[config.mk]
export PLATFORM = sky130hd
export DESIGN_NAME = pic_priority_scheduler
export DESIGN_NICKNAME = d
export VERILOG_FILES = /design/src/rtl/pic_priority_scheduler.sv
export SDC_FILE = /design/constraint.sdc
export NUM_CORES = 1
export LEC_CHECK = 0
export ABC_AREA = 1
export CAP_MARGIN = 20
export CORE_MARGIN = 3
export CORE_UTILIZATION = 40
export CTS_BUF_LIST = sky130_fd_sc_hd__clkbuf_8 sky130_fd_sc_hd__clkbuf_16
export CTS_CLUSTER_SIZE = 40
export DETAILED_ROUTE_END_ITERATION = 12
export PLACE_DENSITY_LB_ADDON = 0.3
export SKIP_LAST_GASP = 1
export SLEW_MARGIN = 20
export SYNTH_ARGS = -nofsm -noshare
export SYNTH_HDL_FRONTEND = slang
export SYNTH_SLANG_ARGS = --single-unit
[constraint.sdc]
create_clock -name CLK -period 3.65 [get_ports CLK]
set_clock_uncertainty 0.15 [all_clocks]
set_input_delay 0.5475 -clock CLK [delete_from_list [all_inputs] [get_ports CLK]]
set_output_delay 0.5475 -clock CLK [all_outputs]
set_load 0.01 [all_outputs]
[src/rtl/pic_priority_scheduler.sv]
// 8259A-style interrupt scheduler: IRR/ISR, rotating fully nested priority, INTA sequencing, OCW2 EOI.
// Optional build macro SPECIAL_MASK_EN adds the SMM input (special mask mode).
module pic_priority_scheduler #(
    parameter int NUM_IR   = 8,
    parameter int RESET_LP = 7
) (
    input  logic              CLK,
    input  logic              RST,
    input  logic [NUM_IR-1:0] IR,
    input  logic [NUM_IR-1:0] IMR,
    input  logic              LTIM,
    input  logic              AEOI,
    input  logic              INTA,
    input  logic              EOI_VALID,
    input  logic [2:0]        EOI_CMD,
    input  logic [2:0]        EOI_LEVEL,
`ifdef SPECIAL_MASK_EN
    input  logic              SMM,
`endif
    output logic              INT,
    output logic [2:0]        INT_VEC,
    output logic              VEC_VALID,
    output logic [NUM_IR-1:0] IRR,
    output logic [NUM_IR-1:0] ISR
);

    typedef enum logic [1:0] {S_IDLE, S_ACK1, S_WAIT2, S_ACK2} state_t;

    state_t      r_state;
    logic [7:0]  r_irr, r_isr, r_ir_q;
    logic        r_inta_q, r_rotate_aeoi, r_int, r_vec_valid, r_spurious;
    logic [2:0]  r_lp, r_int_vec;

    logic        w_fall, w_ack1, w_aeoi_done, w_cand_ok, w_top_ok, w_eoi_lp_we;
    logic [2:0]  w_base, w_cand, w_top, w_eoi_lp;
    logic [7:0]  w_req, w_blk, w_req_rot, w_blk_rot, w_allow;
    logic [7:0]  w_ack_set, w_eoi_clr, w_aeoi_clr, w_irr_nxt, w_isr_nxt;

    // Rotated view: bit k of the result is level (k + sh) mod 8, so bit 0 is the highest priority.
    function automatic logic [7:0] rot_dn(input logic [7:0] v, input logic [2:0] sh);
        return 8'(({v, v} >> sh));
    endfunction

    function automatic logic [3:0] pick_first(input logic [7:0] rv, input logic [2:0] base);
        pick_first = 4'd0;
        for (int k = 7; k >= 0; k--) begin
            if (rv[k]) pick_first = {1'b1, 3'(k) + base};
        end
    endfunction

`ifdef SPECIAL_MASK_EN
    assign w_blk = SMM ? 8'h00 : r_isr;
    assign w_req = SMM ? (r_irr & ~IMR & ~r_isr) : (r_irr & ~IMR);
`else
    assign w_blk = r_isr;
    assign w_req = r_irr & ~IMR;
`endif

    assign w_base = r_lp + 3'd1;
    assign w_fall = r_inta_q & ~INTA;
    assign w_ack1 = (r_state == S_IDLE) && w_fall;
    assign w_aeoi_done = (r_state == S_ACK2) && INTA && AEOI && !r_spurious;

    always_comb begin
        // NOTE: every combinational output gets a default first so no latch is inferred.
        w_req_rot = rot_dn(w_req, w_base);
        w_blk_rot = rot_dn(w_blk, w_base);
        w_allow   = 8'hFF;
        for (int k = 7; k >= 0; k--) begin
            if (w_blk_rot[k]) w_allow = ~(8'hFF << k);
        end
        {w_cand_ok, w_cand} = pick_first(w_req_rot & w_allow, w_base);
        {w_top_ok, w_top}   = pick_first(rot_dn(r_isr, w_base), w_base);

        w_eoi_clr   = 8'h00;
        w_eoi_lp_we = 1'b0;
        w_eoi_lp    = EOI_LEVEL;
        if (EOI_VALID) begin
            case (EOI_CMD)
                3'b001: if (w_top_ok) w_eoi_clr = 8'd1 << w_top;
                3'b011: w_eoi_clr = 8'd1 << EOI_LEVEL;
                3'b101: if (w_top_ok) begin
                    w_eoi_clr   = 8'd1 << w_top;
                    w_eoi_lp_we = 1'b1;
                    w_eoi_lp    = w_top;
                end
                3'b111: begin
                    w_eoi_clr   = 8'd1 << EOI_LEVEL;
                    w_eoi_lp_we = 1'b1;
                end
                3'b110: w_eoi_lp_we = 1'b1;
                default: ;
            endcase
        end

        w_ack_set  = (w_ack1 && w_cand_ok) ? (8'd1 << w_cand) : 8'h00;
        w_aeoi_clr = w_aeoi_done ? (8'd1 << r_int_vec) : 8'h00;
        // An acknowledge set beats any clear of the same bit.
        w_isr_nxt  = (r_isr & ~(w_eoi_clr | w_aeoi_clr)) | w_ack_set;

        if (LTIM)
            w_irr_nxt = IR & ~w_ack_set;
        else
            w_irr_nxt = (r_irr | (IR & ~r_ir_q)) & ~w_ack_set
                        & ((r_state == S_ACK1) ? IR : 8'hFF);
    end

    always_ff @(posedge CLK) begin
        if (RST) begin
            r_state       <= S_IDLE;
            r_irr         <= 8'h00;
            r_isr         <= 8'h00;
            r_ir_q        <= 8'h00;
            r_inta_q      <= 1'b1;
            r_lp          <= 3'(RESET_LP);
            r_rotate_aeoi <= 1'b0;
            r_int         <= 1'b0;
            r_int_vec     <= 3'd0;
            r_vec_valid   <= 1'b0;
            r_spurious    <= 1'b0;
        end else begin
            // NOTE: all state updates are non-blocking so every branch sees pre-edge values.
            r_ir_q   <= IR;
            r_inta_q <= INTA;
            r_irr    <= w_irr_nxt;
            r_isr    <= w_isr_nxt;
            r_int    <= 1'b0;

            if (EOI_VALID && EOI_CMD == 3'b100) r_rotate_aeoi <= 1'b1;
            if (EOI_VALID && EOI_CMD == 3'b000) r_rotate_aeoi <= 1'b0;

            if (w_eoi_lp_we)
                r_lp <= w_eoi_lp;
            else if (w_aeoi_done && r_rotate_aeoi)
                r_lp <= r_int_vec;

            case (r_state)
                S_IDLE: begin
                    if (w_fall) begin
                        r_state    <= S_ACK1;
                        r_int_vec  <= w_cand_ok ? w_cand : 3'd7;
                        r_spurious <= !w_cand_ok;
                    end else begin
                        r_int <= w_cand_ok;
                    end
                end
                S_ACK1:  if (INTA) r_state <= S_WAIT2;
                S_WAIT2: if (w_fall) begin
                    r_state     <= S_ACK2;
                    r_vec_valid <= 1'b1;
                end
                S_ACK2:  if (INTA) begin
                    r_state     <= S_IDLE;
                    r_vec_valid <= 1'b0;
                end
                default: r_state <= S_IDLE;
            endcase
        end
    end

    assign INT       = r_int;
    assign INT_VEC   = r_int_vec;
    assign VEC_VALID = r_vec_valid;
    assign IRR       = r_irr;
    assign ISR       = r_isr;

endmodule

# --- Word-level counts from Yosys, hierarchy flattened ---
# Cells that the tools add are included.
op_classes:
  bitwise_logic: 17
  reduce_logical: 22
  shifts: 6
  add_sub_neg: 8
  muxes: 48
  n_mul: 0
  n_eq_ne: 13
  order_cmp: 0
  div: 0
op_table:
  columns: ["operator", "n"]
  rows:
  - ["two-way mux 8 bit", 14]
  - ["two-way mux 4 bit", 16]
  - ["bitwise AND 8 bit", 7]
  - ["inverter 8 bit", 4]
  - ["<< shifter 1 x 3 -> 8 bit, first input constant", 4]
  - [">> shifter 16 x 3 -> 8 bit", 2]
  - ["bitwise OR 8 bit", 3]
  - ["two-way mux 3 bit", 6]
  - ["case mux 8 bit (2 select lines)", 1]
  - ["adder 3 bit, first input constant", 4]
  - ["== test 3 bit, second input constant", 4]
  - ["logical AND 1 bit", 8]
  - ["two-way mux 2 bit", 4]
  - ["inequality test 2 bit, second input constant", 4]
  - ["case mux 2 bit (4 select lines)", 1]
  - ["OR reduction 2 bit", 4]
  - ["adder 2 x 3 -> 3 bit, first input constant", 2]
  - ["== test 2 bit, second input constant", 2]
  - ["two-way mux 1 bit", 4]
  - ["case mux 1 bit (2 select lines)", 2]
  - ["AND reduction 4 bit", 1]
  - ["nonzero test 2 bit", 2]
  - ["adder 1 x 3 -> 3 bit, first input constant", 1]
  - ["adder 3 x 1 -> 3 bit, second input constant", 1]
  - ["other kinds (11)", 13]
totals:
  mem_bits_ro: 0
  mem_bits_rw: 0
  latch_bits: 0
  wordCells: 125
  ff_bits: 37
  mem_count: 0

# --- Logic depth before layout (Yosys ltp) ---
# Gate-level depths: netlist of the first run.
depth:
  word_depth: 25
  depth_mapped: 25
  depth_no_buf: 24

# --- Least setup slack after synthesis of the first run ---
# Ideal clock, no wire load.
synth_timing:
  path_type: "register to register"
  start: "register r_lp[0]"
  end: "register r_irr[6] (netlist: IRR[6])"
  arrival_ns: 2.470
  slack_ns: 0.921
  synth_period_minus_slack_ns: 2.729
  setup_time_ns: 0.109
  path_stages_with_launch: 23
  path_cell_list: "dfxtp_1 -> ha_1 -> inv_2 -> buf_2 -> nand3_2 -> nand3_1 -> nand2_4 -> nor2_4 -> nand4_4 -> or2_1 -> buf_6 -> o21ai_2 -> nor2_1 -> nand2_1 -> nand2_1 -> nand2_1 -> nand2_1 -> nand2_1 -> nand2_2 -> a21oi_2 -> nand3_1 -> nand2_1 -> inv_1"
synth_via:
  elab_chain_cells: 25
  elab_cells_between_ends: 35
  cone_classes: "add/sub: 8; shift: 3; mux: 18; bitwise: 5; reduce/logical: 1"
synth_rtl:
  columns: ["element", "line_no", "rtl"]
  rows:
  - ["start: declaration", "32", "logic [2:0] r_lp, r_int_vec;"]
  - ["start signal: assignment", "115", "r_lp <= 3'(RESET_LP);"]
  - ["start signal: assignment", "133", "r_lp <= w_eoi_lp;"]
  - ["start signal: assignment", "135", "r_lp <= r_int_vec;"]
  - ["adder 3 x 1 -> 3 bit (*)", "59", "assign w_base = r_lp + 3'd1;"]
  - [">> shifter 16 x 3 -> 8 bit", "41", "return 8'(({v, v} >> sh));"]
  - ["two-way mux 8 bit (8 in series)", "70", "if (w_blk_rot[k]) w_allow = ~(8'hFF << k);"]
  - ["bitwise AND 8 bit", "72", "{w_cand_ok, w_cand} = pick_first(w_req_rot & w_allow, w_base);"]
  - ["two-way mux 4 bit (7 in series)", "47", "if (rv[k]) pick_first = {1'b1, 3'(k) + base};"]
  - ["two-way mux 4 bit (*)", "47", null]
  - ["<< shifter 1 x 3 -> 8 bit or logical AND 1 bit (tied branches)", "96", "w_ack_set = (w_ack1 && w_cand_ok) ? (8'd1 << w_cand) : 8'h00;"]
  - ["two-way mux 8 bit (*)", "96", null]
  - ["inverter 8 bit (*)", "102, 104", null]
  - ["bitwise AND 8 bit", "104", "w_irr_nxt = (r_irr | (IR & ~r_ir_q)) & ~w_ack_set"]
  - ["bitwise AND 8 bit", "105", "& ((r_state == S_ACK1) ? IR : 8'hFF);"]
  - ["two-way mux 8 bit (*)", "101", "if (LTIM)"]
  - ["end signal: assignment", "125", "r_irr <= w_irr_nxt;"]
  - ["end: declaration", "30", "logic [7:0] r_irr, r_isr, r_ir_q;"]
# Every way passes the cells marked *; elsewhere a longest branch is shown, timed or not.
# A chain may end at the register's enable or synchronous reset.

# --- Worst setup path in the final report of the first run ---
layout_timing:
  start: "register r_lp[1]"
  end: "register r_isr[4] (netlist: ISR[4])"
layout_via:
  elab_chain_cells: 22
  elab_cells_between_ends: 46
  cone_classes: "add/sub: 8; shift: 4; mux: 28; bitwise: 5; reduce/logical: 1"
layout_rtl:
  columns: ["element", "line_no", "rtl"]
  rows:
  - ["adder 3 x 1 -> 3 bit (*)", "59", null]
  - [">> shifter 16 x 3 -> 8 bit", "41", null]
  - ["two-way mux 8 bit (8 in series)", "70", null]
  - ["bitwise AND 8 bit", "72", null]
  - ["two-way mux 4 bit (8 in series)", "47", null]
  - ["<< shifter 1 x 3 -> 8 bit or logical AND 1 bit (tied branches)", "96", null]
  - ["two-way mux 8 bit", "96", null]
  - ["bitwise OR 8 bit (*)", "99", "w_isr_nxt = (r_isr & ~(w_eoi_clr | w_aeoi_clr)) | w_ack_set;"]
  - ["end signal: assignment", "126", "r_isr <= w_isr_nxt;"]
  - ["end: declaration", "30", null]
# Marks and branches as above.

==> summary.md, run 1 <==
| Metric | Value |
|---|---|
| Status | finished, final reports clean |
| Core area | 7770 µm² |
| Design Area, Final | 3860 µm² |
| Synth Instances | 537 |
| Share of cells above drive strength 1 | 10.7% |
| Post-synth top area cell | dfxtp_1 |
| TritonCTS clock tree | built |
| Fmax | 311 MHz |
| Crit Path Class | flop to flop |
| Slew HR | 61.7% |
| Detailed placement HPWL | 7370 µm |
| Yosys warns | 0 |
| Worst r2r path cells | 22 |
| Clock Tree Buf Depth | 2 |
| Dpl ws | 445 ps |
| Overall power | 0.00210 W |
| First-pass GRT wire length | 15,400 µm |
| # rows | 32 |
| GP Congestion | 0.951 |
| Die Area | 9200 µm² |
| Final Hold Vio Count | 0 |
| Sum Neg Setup Slack | 0 ps |
| Initial antenna violation count | 0 |
| Hold Crit Class | flop to flop |
| Port-buffer cells | 48 |
| Ant. Diodes | 0 |
| Max FO, Critical Path | 10 |
| # DRC | 0 |
| Die Wd | 95.9 µm |
| Setup bufs post-CTS | 0 |
| Power per cell area | 545 nW/µm² |
| PostCTS Resize Cnt | 0 |
| Crit path from | r_lp[1] |
| Worst-margin pin slew | 573 ps |
| Top-area cell type share of the netlist area | 22.9% |
| Largest net degree at the start of global routing | 27 |
| Drt pass-1 iters | 6 |
| # H-tree levels | 2 |
| Clock Sinks | 37 |
| FF-to-FF Start | r_lp[1] |
| Most common cell after layout, fill and taps aside | nand2_1 |
| Slew Limit Fails | 0 |
| Sequential share of the synthesized area | 22.9% |
| Required time worst endpoint | 3720 ps |
| Clock buffer count from CTS | 5 |
| Unrepaired setup endpoints after global routing | no |
| Clock root cell | clkbuf_8 |
| Final setup violation count | 0 |
| Vias in the first global route | 3,308 |
| Clock latency on the worst-skew pair | 290 ps |
| Vias/cell | 5.35 |
| Crit path time final | 3220 ps |
| Most frequent cells in the layout | 139 x nand2_1, 70 x inv_1, 50 x nand3_1 |
| Setup ws final | 432 ps |
| Routed len/inst | 13.6 µm |
| Syn_nets | 570 |
| Routed Wire Length | 9260 µm |
| Vias | 3,647 |
| Ports | 49 |
| Die Span Y | 95.9 µm |
| Critical Path End Type | flop |
| Top cells by area, synth | dfxtp_1 23%, nand2_1 16%, inv_1 8.0%, nand3_1 7.7%, o21ai_0 6.0% |
| Hold Path Depth | 2 |
| MaxCap Viol Count | 0 |
| Tcrit/Tclk final | 88.2% |
| Area Growth Syn to Fin | 19.3% |
| Post-DRT Antenna Nets | 0 |
| Hold_sp | r_spurious |
| Starting Density | 41.6% |
| Leak | 1.83 nW |
| Syn Std Cell Area | 3230 µm² |
| Number of synthesized register bits | 37 |
| All-Layer GR Usage | 20.8% |
| Hold Buf Count CTS | 0 |
| Gr ovfl total | 0 |
| Drt initial violations | 222 |
| Peak VDD IR | 0.378 mV |
| Clock transition at path regs | 70 ps |
| CP startpoint kind | flop |
| FILL cells | 804 |
| NumNets Final | 612 |
| Placed cell area | 3740 µm² |
| Cell variety after synth | 40 |
| CP arrival | 3290 ps |
| Syn_area_per_cell | 6.02 µm² |
==> where the power goes <==
| part | switching [W] | total [W] | internal [W] |
|---|---|---|---|
| Sequential | 0.0000640 | 0.000530 | 0.000466 |
| Clock | 0.000138 | 0.000358 | 0.000220 |
| Combinational | 0.000787 | 0.00121 | 0.000428 |
| Total | 0.000989 | 0.00210 | 0.00111 |
==> cell families (layout without fill, tap and decap cells) <==
kind of cell | Yosys count | after routing | synth area share (%)
compound gates | 107 | 107 | 19.0
xor+xnor | 3 | 3 | 0.813
fa+ha+maj | 5 | 5 | 1.93
buf+inv | 98 | 141 | 13.8
flops | 37 | 37 | 22.9
simple gates | 287 | 287 | 41.6
==> critical path: stages (launching register included) <==
cell	delay, ps
dfxtp_1	340
ha_1	420
inv_2	190
nand3_1	90
nand2_1	110
nand2_1	100
nand2_4	120
nand3_1	100
nor2_2	140
nand4_1	140
nor2_1	170
nand2_1	60
nand2_1	60
nand2_1	40
nand2_1	50
nand2_1	60
nand2_1	60
nand2_1	40
nand2_1	70
nand3_2	120
nand2_2	160
nand3_1	180
a21oi_1	170
==> cell type report <==
class                      count  area, µm²  share of cell area (%)
clock buffer                   6       82.6                    2.14
tap                          102        128                    3.31
timing repair buffer          53        518                    13.4
multi-input combinational    402       2050                    53.1
clock inverter                 2       33.8                   0.876
inverter                      80        308                    7.98
sequential                    37        741                    19.2
==> Yosys cell counts (all sizes together) <==
master / instances
nor2: 49
or3: 1
dfxtp: 37
nand2: 158
o21a: 1
nand4: 19
xor2: 2
a21oi: 34
a31oi: 1
clkinv: 2
or2: 3
inv: 78
a211oi: 1
o21ai: 54
o211ai: 6
o221ai: 4
nor3: 2
o32ai: 3
clkbuf: 4
xnor2: 1
buf: 14
nand3b: 1
nand3: 54
ha: 5
o22ai: 3
==> metrics by stage <==
stage | instances | utilization (%) | hold WS (ps)
2_1_floorplan | 537 | - | 288
3_3_place_gp | 674 | 48.2 | 308
3_5_place_dp | 674 | 48.2 | 317
4_1_cts | 682 | 49.7 | 328
5_1_grt | 682 | 49.7 | 350
6_report | 682 | 49.7 | 321
==> layer usage <==
metal	routed length, µm	share of wire (%)	GRT usage, %
met5	0	0	0
met4	145	1.6	4.86
met3	547	5.9	3.21
met2	4420	48	34.5
met1	4150	45	28.4
==> flip-flops by register name (all words and copies together) (netlist names) <==
name and flops:
r_rotate_aeoi 1, IRR 8, INT_VEC 3, INT 1, r_ir_q 8, ISR 8
VEC_VALID 1, r_lp 3, r_inta_q 1, r_state 2, r_spurious 1
==> final timing paths <==
| path | endpoint | slack, ps |
|---|---|---|
| min reg2reg | r_spurious | 320 |
| max reg2reg | ISR[4] | 430 |
| max | ISR[4] | 430 |
| min | r_spurious | 320 |
No activity file was read; power rests on OpenSTA's default activity.
==> run 2: changes to the inputs <==
- CAP_MARGIN: 20 -> unset
==> results of run 2 <==
Final layout, timing and power as in run 1 (identical DEF).
==> run 3: changes to the inputs <==
- CORE_MARGIN: 3 -> unset
==> run 3 against run 2 <==
  * Maximum frequency barely moved
  * Combinational power barely moved
  * Total power fell by 3.1%
  * Global-route usage rose by 0.79 points
  * Die area fell by 8.2%
  * Non-clock buffer count did not move
  * Largest power group unchanged
  * Highest routed layer unchanged
==> summary.md, run 3 (synthesis results as in run 1) <==
| Metric | Value |
|---|---|
| Status | finished, final reports clean |
| NumNets Final | 612 |
| Design Area, Final | 3830 µm² |
| Unrepaired setup endpoints after global routing | no |
| Clock Sinks | 37 |
| Core area | 7770 µm² |
| Multi-input gate area | 2050 µm² |
| Drt pass-1 iters | 6 |
| Setup bufs post-CTS | 0 |
| Dpl ws | 435 ps |
| Most frequent cells in the layout | 139 x nand2_1, 69 x inv_1, 50 x nand3_1 |
| Hold_sp | r_spurious |
| # H-tree levels | 2 |
| Tcrit/Tclk final | 88.2% |
| Worst R2R Setup Slack | 430 ps |
| Clock buffer count from CTS | 5 |
| Max stage delay on crit path | 420 ps |
| Hold EP | r_spurious |
| Die Span Y | 91.9 µm |
| Ports | 49 |
| Peak VDD IR | 0.347 mV |
| Hold Crit Class | flop to flop |
| CP arrival | 3260 ps |
| Sum Neg Setup Slack | 0 ps |
| FILL cells | 822 |
| # rows | 32 |
| Starting Density | 41.6% |
| Cell mode on critical path | nand2_1 |
| TritonCTS clock tree | built |
| Routed len/inst | 13.1 µm |
| WP buf/inv | 2 |
| Vias in the first global route | 3,304 |
| Detailed placement HPWL | 7220 µm |
| Setup ws final | 430 ps |
| GP Congestion | 0.972 |
| Power per cell area | 531 nW/µm² |
| Gr ovfl total | 0 |
| Clock latency on the worst-skew pair | 300 ps |
| Share of cells above drive strength 1 | 10.9% |
| CP max-delay cell | ha_1 |
| Vias | 3,545 |
| Crit Path Class | flop to flop |
| Critical Path End Type | flop |
| Worst-margin pin slew | 518 ps |
| Met3 Use GR | 2.74% |
| Required time worst endpoint | 3690 ps |
| Vias/cell | 5.20 |
| Reg2reg end | IRR[4] |
| Final Hold Vio Count | 0 |
| Crit path time final | 3220 ps |
| CP startpoint kind | flop |
| Fmax | 311 MHz |
| FF-to-FF Start | r_lp[1] |
| CP top delay family | simple AND/OR/NAND/NOR gates |
| Worst r2r path cells | 23 |
| # DRC | 0 |
| Slew HR | 65.4% |
| First-pass GRT wire length | 15,000 µm |
| Initial antenna violation count | 0 |
| Clock transition at path regs | 90 ps |
| Met2 global-route usage | 37.7% |
| Ant. Diodes | 0 |
| Die Wd | 91.9 µm |
| Die Area | 8450 µm² |
| Clock Tree Buf Depth | 2 |
| Area Growth Syn to Fin | 18.6% |
| Most common cell after layout, fill and taps aside | nand2_1 |
| Leak | 1.82 nW |
| Met1 usage | 28.7% |
| Routed Wire Length | 8920 µm |
| Max FO, Critical Path | 10 |
| Gr busiest metal | met2 |
| Port-buffer cells | 48 |
| All-Layer GR Usage | 21.6% |
| PostCTS Resize Cnt | 0 |
| Placed cell area | 3740 µm² |
| Largest net degree at the start of global routing | 27 |
| Slew Limit Fails | 0 |
| WHS | 328 ps |
| Final setup violation count | 0 |
| Hold Buf Count CTS | 0 |
| MaxCap Viol Count | 0 |
| Drt initial violations | 344 |
| Register Area | 741 µm² |
| Hold Path Depth | 2 |
| Clock root cell | clkbuf_8 |
| Post-DRT Antenna Nets | 0 |
| Crit-path cells | ha_1 > inv_2 > nand3_1 > nand2_1 > nand2_1 > nand2_2 > nand3_1 > nor2_2 > nand4_1 > nor2_1 > nand2_1 > nand2_1 > nand2_1 > nand2_1 > nand2_1 > nand2_1 > nand2_1 > nand2_1 > nand3_2 > nand2_2 > nand3_1 > nand2_1 > inv_1 |
## run 3: worst reg2reg max path: cells and delay by family, from the launching register on
family,cells,cell delay (ps)
adder cells (fa/ha/maj),1,420
buffers and inverters,2,220
flip-flops,1,350
AND/OR/NAND/NOR,20,1970
## run 3: area by class of cell
type	instances	area share, %
inverter	80	8.03
tap	102	3.33
clock buffer	5	1.79
sequential	37	19.3
timing repair buffer	53	13.5
clock inverter	3	0.653
multi-input combinational	402	53.4
## run 3: through the flow
step | total power, W | std cells | utilization, %
3_3_place_gp | 0.00172 | 674 | 48.2
2_1_floorplan | 0.00141 | 537 | -
4_1_cts | 0.00203 | 682 | 49.4
6_report | 0.00204 | 682 | 49.4
3_5_place_dp | 0.00173 | 674 | 48.2
5_1_grt | 0.00221 | 682 | 49.4
## run 3: how the worst max path moves through the flow
stage,from,to,slack [ps],depth (start not counted)
2_1_floorplan,r_lp[0],IRR[6],920,22
3_3_place_gp,IMR[1],IRR[3],390,19
3_5_place_dp,IMR[1],IRR[3],440,19
4_1_cts,r_lp[1],IRR[4],470,23
5_1_grt,r_lp[1],ISR[4],80,22
6_report,r_lp[1],IRR[4],430,23
## run 3: metal layers
metal	part of all wire (%)	wire (µm)
met1	47	4190
met2	47	4210
met3	5.0	442
met4	0.84	75
met5	0	0
## run 3: report_power, final
| part | internal, W | switching (W) | total [W] |
|---|---|---|---|
| sequential | 0.000466 | 0.0000653 | 0.000531 |
| combinational | 0.000428 | 0.000780 | 0.00121 |
| clock | 0.000138 | 0.000159 | 0.000297 |
